## config.mk

```make
export PLATFORM = sky130hd
export DESIGN_NAME = layer_loader
export DESIGN_NICKNAME = d
export VERILOG_FILES = /design/src/rtl/nn_pkg.sv /design/src/rtl/word_stager.sv /design/src/rtl/layer_loader.sv
export SDC_FILE = /design/constraint.sdc
export NUM_CORES = 1
export LEC_CHECK = 0
export BUFFER_PORTS_ARGS = -buffer_cell sky130_fd_sc_hd__buf_4
export CAP_MARGIN = 30
export CORE_ASPECT_RATIO = 0.75
export CORE_MARGIN = 2
export CORE_UTILIZATION = 51
export DETAILED_ROUTE_END_ITERATION = 10
export GPL_ROUTABILITY_DRIVEN = 0
export PLACE_DENSITY_LB_ADDON = 0.08
export SYNTH_ARGS = -nofsm -noshare
export SYNTH_HDL_FRONTEND = slang
export SYNTH_SLANG_ARGS = --single-unit
```

## constraint.sdc

```tcl
create_clock -name clk -period 1.83 [get_ports clk]
set_input_delay 0.183 -clock clk [delete_from_list [all_inputs] [get_ports clk]]
set_output_delay 0.183 -clock clk [all_outputs]
set_load 0.05 [all_outputs]
```

## src/rtl/nn_pkg.sv

```systemverilog
// Shared definitions for the layer datapath: word width, loader/controller
// state encoding and a small elaboration-time helper.
package nn_pkg;

   localparam int WORD_W = 32;

   typedef enum logic [1:0] {
      IDLE      = 2'd0,
      LOAD_IMG  = 2'd1,
      LOAD_BIAS = 2'd2,
      DRAIN     = 2'd3
   } loader_state_t;

   function automatic int max3(input int a, input int b, input int c);
      int m;
      m = (a > b) ? a : b;
      return (m > c) ? m : c;
   endfunction

endpackage

```

## src/rtl/word_stager.sv

```systemverilog
// N-word staging register file: one indexed write port, whole contents
// presented as a packed vector with word k at [k*W +: W].
module word_stager
   import nn_pkg::*;
#(
   parameter int N     = 4,
   parameter int W     = WORD_W,
   parameter int IDX_W = 2
) (
   input  logic             clk,
   input  logic             rst_n,
   input  logic             we_i,
   input  logic [IDX_W-1:0] idx_i,
   input  logic [W-1:0]     wdata_i,
   output logic [N*W-1:0]   rdata_o
);

   logic [N-1:0][W-1:0] mem_q;

   // NOTE: this storage is reset on purpose -- a reset must leave every staged word at zero.
   always_ff @(posedge clk or negedge rst_n) begin
      if (!rst_n) begin
         mem_q <= '0;
      end else if (we_i) begin
         for (int i = 0; i < N; i++) begin
            if (idx_i == IDX_W'(i)) mem_q[i] <= wdata_i;
         end
      end
   end

   assign rdata_o = mem_q;

endmodule

```

## src/rtl/layer_loader.sv

```systemverilog
// Serial stream to packed image/bias loader. Stages a frame of NUM_IN image
// words then NUM_OUT bias words and commits both atomically on a good frame.
module layer_loader
   import nn_pkg::*;
#(
   parameter int NUM_IN  = 4,
   parameter int NUM_OUT = 4,
   parameter int DATA_W  = WORD_W
) (
   input  logic                      clk,
   input  logic                      rst_n,
   input  logic                      start,
   input  logic                      s_valid,
   output logic                      s_ready,
   input  logic [DATA_W-1:0]         s_data,
   input  logic                      s_last,
   output logic [NUM_IN*DATA_W-1:0]  image,
   output logic [NUM_OUT*DATA_W-1:0] bias,
   output logic                      busy,
   output logic                      done,
   output logic                      error
);

   localparam int CNT_W = $clog2(max3(NUM_IN, NUM_OUT, 2));
   localparam logic [CNT_W-1:0] IMG_LAST  = CNT_W'(NUM_IN - 1);
   localparam logic [CNT_W-1:0] BIAS_LAST = CNT_W'(NUM_OUT - 1);

   loader_state_t               state_q;
   logic [CNT_W-1:0]            cnt_q;
   logic                        ready_q;
   logic                        busy_q;
   logic                        done_q;
   logic                        error_q;
   logic [NUM_IN*DATA_W-1:0]    image_q;
   logic [NUM_OUT*DATA_W-1:0]   bias_q;

   logic [NUM_IN*DATA_W-1:0]    stage_img;
   logic [NUM_OUT*DATA_W-1:0]   stage_bias;
   logic [NUM_OUT*DATA_W-1:0]   bias_commit_d;
   logic                        beat;
   logic                        img_we;
   logic                        bias_we;

   assign beat    = s_valid && ready_q;
   assign img_we  = beat && (state_q == LOAD_IMG);
   assign bias_we = beat && (state_q == LOAD_BIAS);

   word_stager #(.N(NUM_IN), .W(DATA_W), .IDX_W(CNT_W)) u_img_stage (
      .clk     (clk),
      .rst_n   (rst_n),
      .we_i    (img_we),
      .idx_i   (cnt_q),
      .wdata_i (s_data),
      .rdata_o (stage_img)
   );

   word_stager #(.N(NUM_OUT), .W(DATA_W), .IDX_W(CNT_W)) u_bias_stage (
      .clk     (clk),
      .rst_n   (rst_n),
      .we_i    (bias_we),
      .idx_i   (cnt_q),
      .wdata_i (s_data),
      .rdata_o (stage_bias)
   );

   // The final bias word is still on the bus when the frame commits.
   // NOTE: blocking '=' in always_comb, with the full default first so no latch is inferred.
   always_comb begin
      bias_commit_d = stage_bias;
      bias_commit_d[(NUM_OUT-1)*DATA_W +: DATA_W] = s_data;
   end

   // NOTE: all sequential state uses '<=' so every register sees pre-edge values.
   always_ff @(posedge clk or negedge rst_n) begin
      if (!rst_n) begin
         state_q <= IDLE;
         cnt_q   <= '0;
         ready_q <= 1'b0;
         busy_q  <= 1'b0;
         done_q  <= 1'b0;
         error_q <= 1'b0;
         image_q <= '0;
         bias_q  <= '0;
      end else begin
         done_q <= 1'b0;
         unique case (state_q)
            IDLE: begin
               if (start) begin
                  state_q <= LOAD_IMG;
                  cnt_q   <= '0;
                  error_q <= 1'b0;
                  ready_q <= 1'b1;
                  busy_q  <= 1'b1;
               end
            end
            LOAD_IMG: begin
               if (beat) begin
                  if (s_last) begin
                     error_q <= 1'b1;
                     state_q <= IDLE;
                     ready_q <= 1'b0;
                     busy_q  <= 1'b0;
                  end else if (cnt_q == IMG_LAST) begin
                     state_q <= LOAD_BIAS;
                     cnt_q   <= '0;
                  end else begin
                     cnt_q <= cnt_q + CNT_W'(1);
                  end
               end
            end
            LOAD_BIAS: begin
               if (beat) begin
                  if (cnt_q == BIAS_LAST) begin
                     if (s_last) begin
                        image_q <= stage_img;
                        bias_q  <= bias_commit_d;
                        done_q  <= 1'b1;
                        state_q <= IDLE;
                        ready_q <= 1'b0;
                        busy_q  <= 1'b0;
                     end else begin
                        error_q <= 1'b1;
                        state_q <= DRAIN;
                     end
                  end else if (s_last) begin
                     error_q <= 1'b1;
                     state_q <= IDLE;
                     ready_q <= 1'b0;
                     busy_q  <= 1'b0;
                  end else begin
                     cnt_q <= cnt_q + CNT_W'(1);
                  end
               end
            end
            DRAIN: begin
               if (beat && s_last) begin
                  state_q <= IDLE;
                  ready_q <= 1'b0;
                  busy_q  <= 1'b0;
               end
            end
            default: begin
               state_q <= IDLE;
               ready_q <= 1'b0;
               busy_q  <= 1'b0;
            end
         endcase
      end
   end

   assign s_ready = ready_q;
   assign image   = image_q;
   assign bias    = bias_q;
   assign busy    = busy_q;
   assign done    = done_q;
   assign error   = error_q;

endmodule

```

After elaboration in Yosys (flattened, before gate mapping)

Index checks and enable logic that the tools add are counted.

$add $sub $neg: 1
Multiply operators: 0
Divide/modulo/power cells: 0
Order comparisons: 0
Eq/ne operators: 18
Shift operators: 0
Multiplexer cells: 34
Bitwise operators: 0
Reduce and logical (&&, ||, !) cells: 20

Operator list:

| operator                                               | number |
|---|---|
| 2-to-1 mux 2 bit                                       | 16 |
| 2-to-1 mux 1 bit                                       | 14 |
| inequality test 2 bit (second input constant)          | 7 |
| AND reduction 2 bit                                    | 7 |
| equality test 2 bit (second input constant)            | 4 |
| one-hot mux 2 bit (4 select lines)                     | 1 |
| AND reduction 4 bit                                    | 2 |
| AND reduction 7 bit                                    | 1 |
| inequality test 3 x 2 -> 1 bit (second input constant) | 2 |
| one-hot mux 1 bit (3 select lines)                     | 2 |
| one-hot mux 2 bit (3 select lines)                     | 1 |
| AND reduction 6 bit                                    | 1 |
| AND reduction 5 bit                                    | 1 |
| equality test 2 x 1 -> 1 bit (second input constant)   | 2 |
| logical AND 1 bit                                      | 4 |
| zero test 2 bit                                        | 2 |
| inequality test 2 x 1 -> 1 bit (second input constant) | 2 |
| inequality test 3 bit (second input constant)          | 1 |
| nonzero test 3 bit                                     | 1 |
| adder 2 x 1 -> 2 bit (second input constant)           | 1 |
| OR reduction 2 bit                                     | 1 |

Register bits after elaboration: 487
Latch bits: 0
Memory bits (writable): 0
Memory bits (read-only): 0
Input port bits: 37
Output and inout port bits: 260
Memories: 0

Longest topological paths before layout

Word-level depth: 5
Depth in mapped cells: 7

Hierarchy

A second synthesis with hierarchy kept.

Cell total of the unflattened synthesis: 1140
Area, all modules: 19977.9 µm²

By module, submodules not included:

| module       | instances | cells each | area each (µm²) | sequential area each (µm²) |
|---|---|---|---|---|
| layer_loader | 1         | 596        | 10488.8         | 6581.3 |
| word_stager  | 2         | 272        | 4744.6          | 3203.1 |

Least setup slack after synthesis

No wires, ideal clock.

Path kind: reg2reg
Start point: reg, netlist name busy
End point: reg error_q, in the netlist error
Setup time: 125 ps
Data arrival time: 1666 ps
Data required time: 1705 ps
Slack: 39 ps
Stages on the path, launching flop included: 6
Path buffers: 1
Period minus slack after synthesis: 1791 ps
Cell sequence: dfrtp_1 -> buf_2 -> o2bb2ai_1 -> nand2_1 -> a311oi_1 -> mux2_2

RTL lines:

| what                 | line               | source |
|---|---|---|
| to (signal assigned) | layer_loader.sv:81 | `error_q <= 1'b0;` |
| to (signal assigned) | layer_loader.sv:91 | `error_q <= 1'b0;` |
| to (signal assigned) | layer_loader.sv:99 | `error_q <= 1'b1;` |
| to (decl)            | layer_loader.sv:33 | `logic error_q;` |

Worst setup path after layout

Start point: reg state_q[0]
End point: reg error_q, in the netlist error

Word-level cells in the longest chain between the ends: 3
Elaborated cells between the ends (all ways): 10
Those cells by class: eq/ne: 6; mux: 1; reduce/logical: 3

RTL lines:

| what                                                                 | line                | source |
|---|---|---|
| from (decl)                                                          | layer_loader.sv:28  | `loader_state_t state_q;` |
| from (signal assigned)                                               | layer_loader.sv:76  | `state_q <= IDLE;` |
| from (signal assigned)                                               | layer_loader.sv:89  | `state_q <= LOAD_IMG;` |
| from (signal assigned)                                               | layer_loader.sv:100 | `state_q <= IDLE;` |
| equality test 2 bit, or another cell as far along                    | layer_loader.sv:86  | `unique case (state_q)` |
| inequality test 3 bit (no source line), or another cell as far along | --                  |  |
| AND reduction 5 bit (no source line)                                 | --                  |  |

Several ways; a longest one is shown, not always the timed one.
A chain may end at the register's enable or synchronous reset.

==> impl_metrics.yaml <==
status:
  outcome: "finished clean"
worst_hold_path:
  holdCritPathClass: "primary input to flip-flop"
  hold_start: "start"
finish:
  final_common_cell: "dfrtp_1"
  final_util: 0.6622
  antenna_cells: 0
  final_cell_mix: "487 x dfrtp_1, 482 x mux2_2, 321 x buf_4"
  syn2layout_area_growth_pct: 28.30
  regArea_sq_mm: 0.01219
  multi_input_area_sq_mm: 0.005841
  final_layout_size_suffix_gt1_frac: 0.6112
  postLayoutCellArea_sq_mm: 0.02366
  nets: 1510
  fillers: 2572
logic_synthesis:
  yosys.area_share.simple: 0.006784
  syn_area_sq_mm: 0.01844
  synth_top_family_by_area: "multiplexers"
  synth_adder_area_share: 0.008141
  synth.avg_cell_area_sq_um: 17.11
  syn_inst: 1078
  synthTopCellsByArea: "dfrtp_1 66%, mux2_2 29%, buf_6 1.4%"
  synthMuxAreaShare: 0.2965
  syn-num-nets: 1127
  yosys_warnings: 0
  synth_xor_area_frac: 0
  synth_compound_area_frac: 0.003867
  yosysSeqAreaShare: 0.6607
  ys_ff_latch: 487
  netlist.top_cell.by_area: "dfrtp_1"
  synth.top_cell.area_share: 0.6607
  synth_cell_type_count: 24
timing:
  whs_ns: 0.1489
  period_share: 0.9802
  final-max-slew-violation-count: 0
  worstMarginPinSlew_ns: 0.5004
  fmax_mhz: 557.5
  slew_headroom: 0.6664
  setup_viol: 0
  fin_crit_ns: 1.794
  clock_skew_ns: 0.01104
  finalHoldViolations: 0
setup_path:
  crit_start: "state_q[0]"
  worst_setup_path_end_kind: "flip-flop"
  cp.arrival_ns: 2.22
  cp-start-kind: "flip-flop"
  reg2reg_from: "state_q[0]"
  path_max_fanout: 4
  required_ns: 2.26
  critPathKind: "flip-flop to flip-flop"
floorplanning:
  dieWidth_microns: 223.6
  start_util: 0.5161
  die_h_microns: 168.7
  ioPinCount: 297
  die_area_sq_mm: 0.03772
  core_region_area_sq_mm: 0.03573
  rows: 60
global_routing:
  grt_max_degree: 64
  grtUsageTotal: 0.2211
  met3_usage: 0.04183
  grtUsageMet1: 0.3318
  grt.met2_usage: 0.3378
  grt_pass1_wl_mm: 64.08
  antenna_found_initial: 1
  grt_pass1_vias: 10720
  overflow: 0
  grt-busiest-layer: "met2"
clock_network:
  numCtsBuffers: 47
  cts_buffer_depth: 3
  clk_pin_slew_ns: 0.06
  clk-insertion-delay-late_ns: 0.55
  cts.sinks: 487
  cts_tree: "yes"
  ctsRootBufferMaster: "clkbuf_16"
  cts.htree.levels: 2
place:
  portBuffers: 296
  dp_hpwl_mm: 27.15
  place_area_sq_mm: 0.02155
pwr:
  p_leak_uw: 0.01238
  peakVddDrop_mv: 0.9555
  powerDensity_mw_per_mm2: 1170
routing:
  wl_mm: 41.93
  drt_pre_antenna_iters: 4
  drtAntennaViolNets: 0
  drtIter0Drc: 455
  viasPerCell: 5.307
  via_count: 10410
  avgRoutedWirePerCell_microns: 21.37
  drc_errors: 0
flow_run:
  max-cap-violations: 0
==> kinds of logic after synthesis <==
| logic type | Yosys count |
|---|---|
| flops | 487 |
| mux | 486 |
| buf+inv | 58 |
| simple gates | 25 |
| fa+ha+maj | 12 |
| compound gates | 10 |
==> Yosys cell counts <==
| master | n |
|---|---|
| buf_4 | 5 |
| mux2i_1 | 3 |
| nand4_1 | 7 |
| mux2_2 | 483 |
| o22ai_1 | 1 |
| buf_6 | 23 |
| inv_1 | 4 |
| o211ai_1 | 1 |
| buf_2 | 26 |
| ha_1 | 12 |
| nor2_1 | 5 |
| o21ai_0 | 1 |
| a311oi_1 | 1 |
| nand3_1 | 2 |
| nand2b_1 | 2 |
| nor3_1 | 3 |
| nor2_2 | 1 |
| a21oi_1 | 2 |
| a21boi_0 | 1 |
| o2bb2ai_1 | 1 |
| a211o_1 | 1 |
| nand2_1 | 5 |
| dfrtp_1 | 487 |
| o2111ai_1 | 1 |
==> what timing repair did <==
action	4_1_cts	5_1_grt
endpoints found under the setup margin	5	295
buffers inserted	0	5
pin swaps	0	2
gates cloned	0	2
gates resized for setup	1	11
endpoints found under the hold margin	388	0
hold buffers	35	0
==> cell type report <==
cell class | instances | area share
clock buffers | 75 | 0.06187
clock inverters | 10 | 0.006610
inverters | 4 | 0.0006345
multi-input cells | 533 | 0.2468
flip-flops and latches | 487 | 0.5150
well taps | 465 | 0.02459
repair buffers | 388 | 0.1445
==> power by group <==
part	switching [uW]	leakage, uW	internal (uW)
Sequential	942	0.00665	12700
Combinational	1720	0.00494	2240
Clock	4010	0.000801	6040
Total	6670	0.0124	21000
==> final timing paths <==
kind / cells after the start / slack [ns] / end
max in group asynchronous: 3 / 0.92 / state_q[0]
max reg2reg: 7 / 0.04 / error
min in group asynchronous: 2 / 0.17 / image[119]
min reg2reg: 1 / 0.50 / bias[50]
min: 4 / 0.15 / busy
max: 7 / 0.04 / error
==> state kept, by name, indices dropped and copies added, names as in the netlist <==
name,flops
state_q,2
error,1
u_img_stage.rdata_o,128
busy,1
bias,128
image,128
done,1
cnt_q,2
u_bias_stage.rdata_o,96
==> through the flow <==
step	power, uW	setup TNS (ns)	instances	setup WS (ns)
global route	28990	-0.05740	1962	-0.05346
global placement	17520	0	1835	0.03931
detailed placement	17730	-0.007426	1835	-0.007269
finish	27700	0	1962	0.03630
CTS	27890	0	1955	0.007824
floorplan	16310	0	1078	0.03919
==> critical path, stage by stage (launching register included) <==
cell       delay [ns]
dfrtp_1          0.37
inv_2            0.05
buf_4            0.14
ha_1             0.23
o2bb2ai_1        0.16
nand2_1          0.13
a311oi_2         0.27
mux2_4           0.33
==> layer usage <==
metal,routed length (microns),up-vias,part of all wire
li1,-,4609,-
met4,729,2,0.017
met2,19290,215,0.46
met5,13,-,0.00031
met3,1785,64,0.043
met1,20110,5523,0.48
Power figures use the tool's default switching activity.
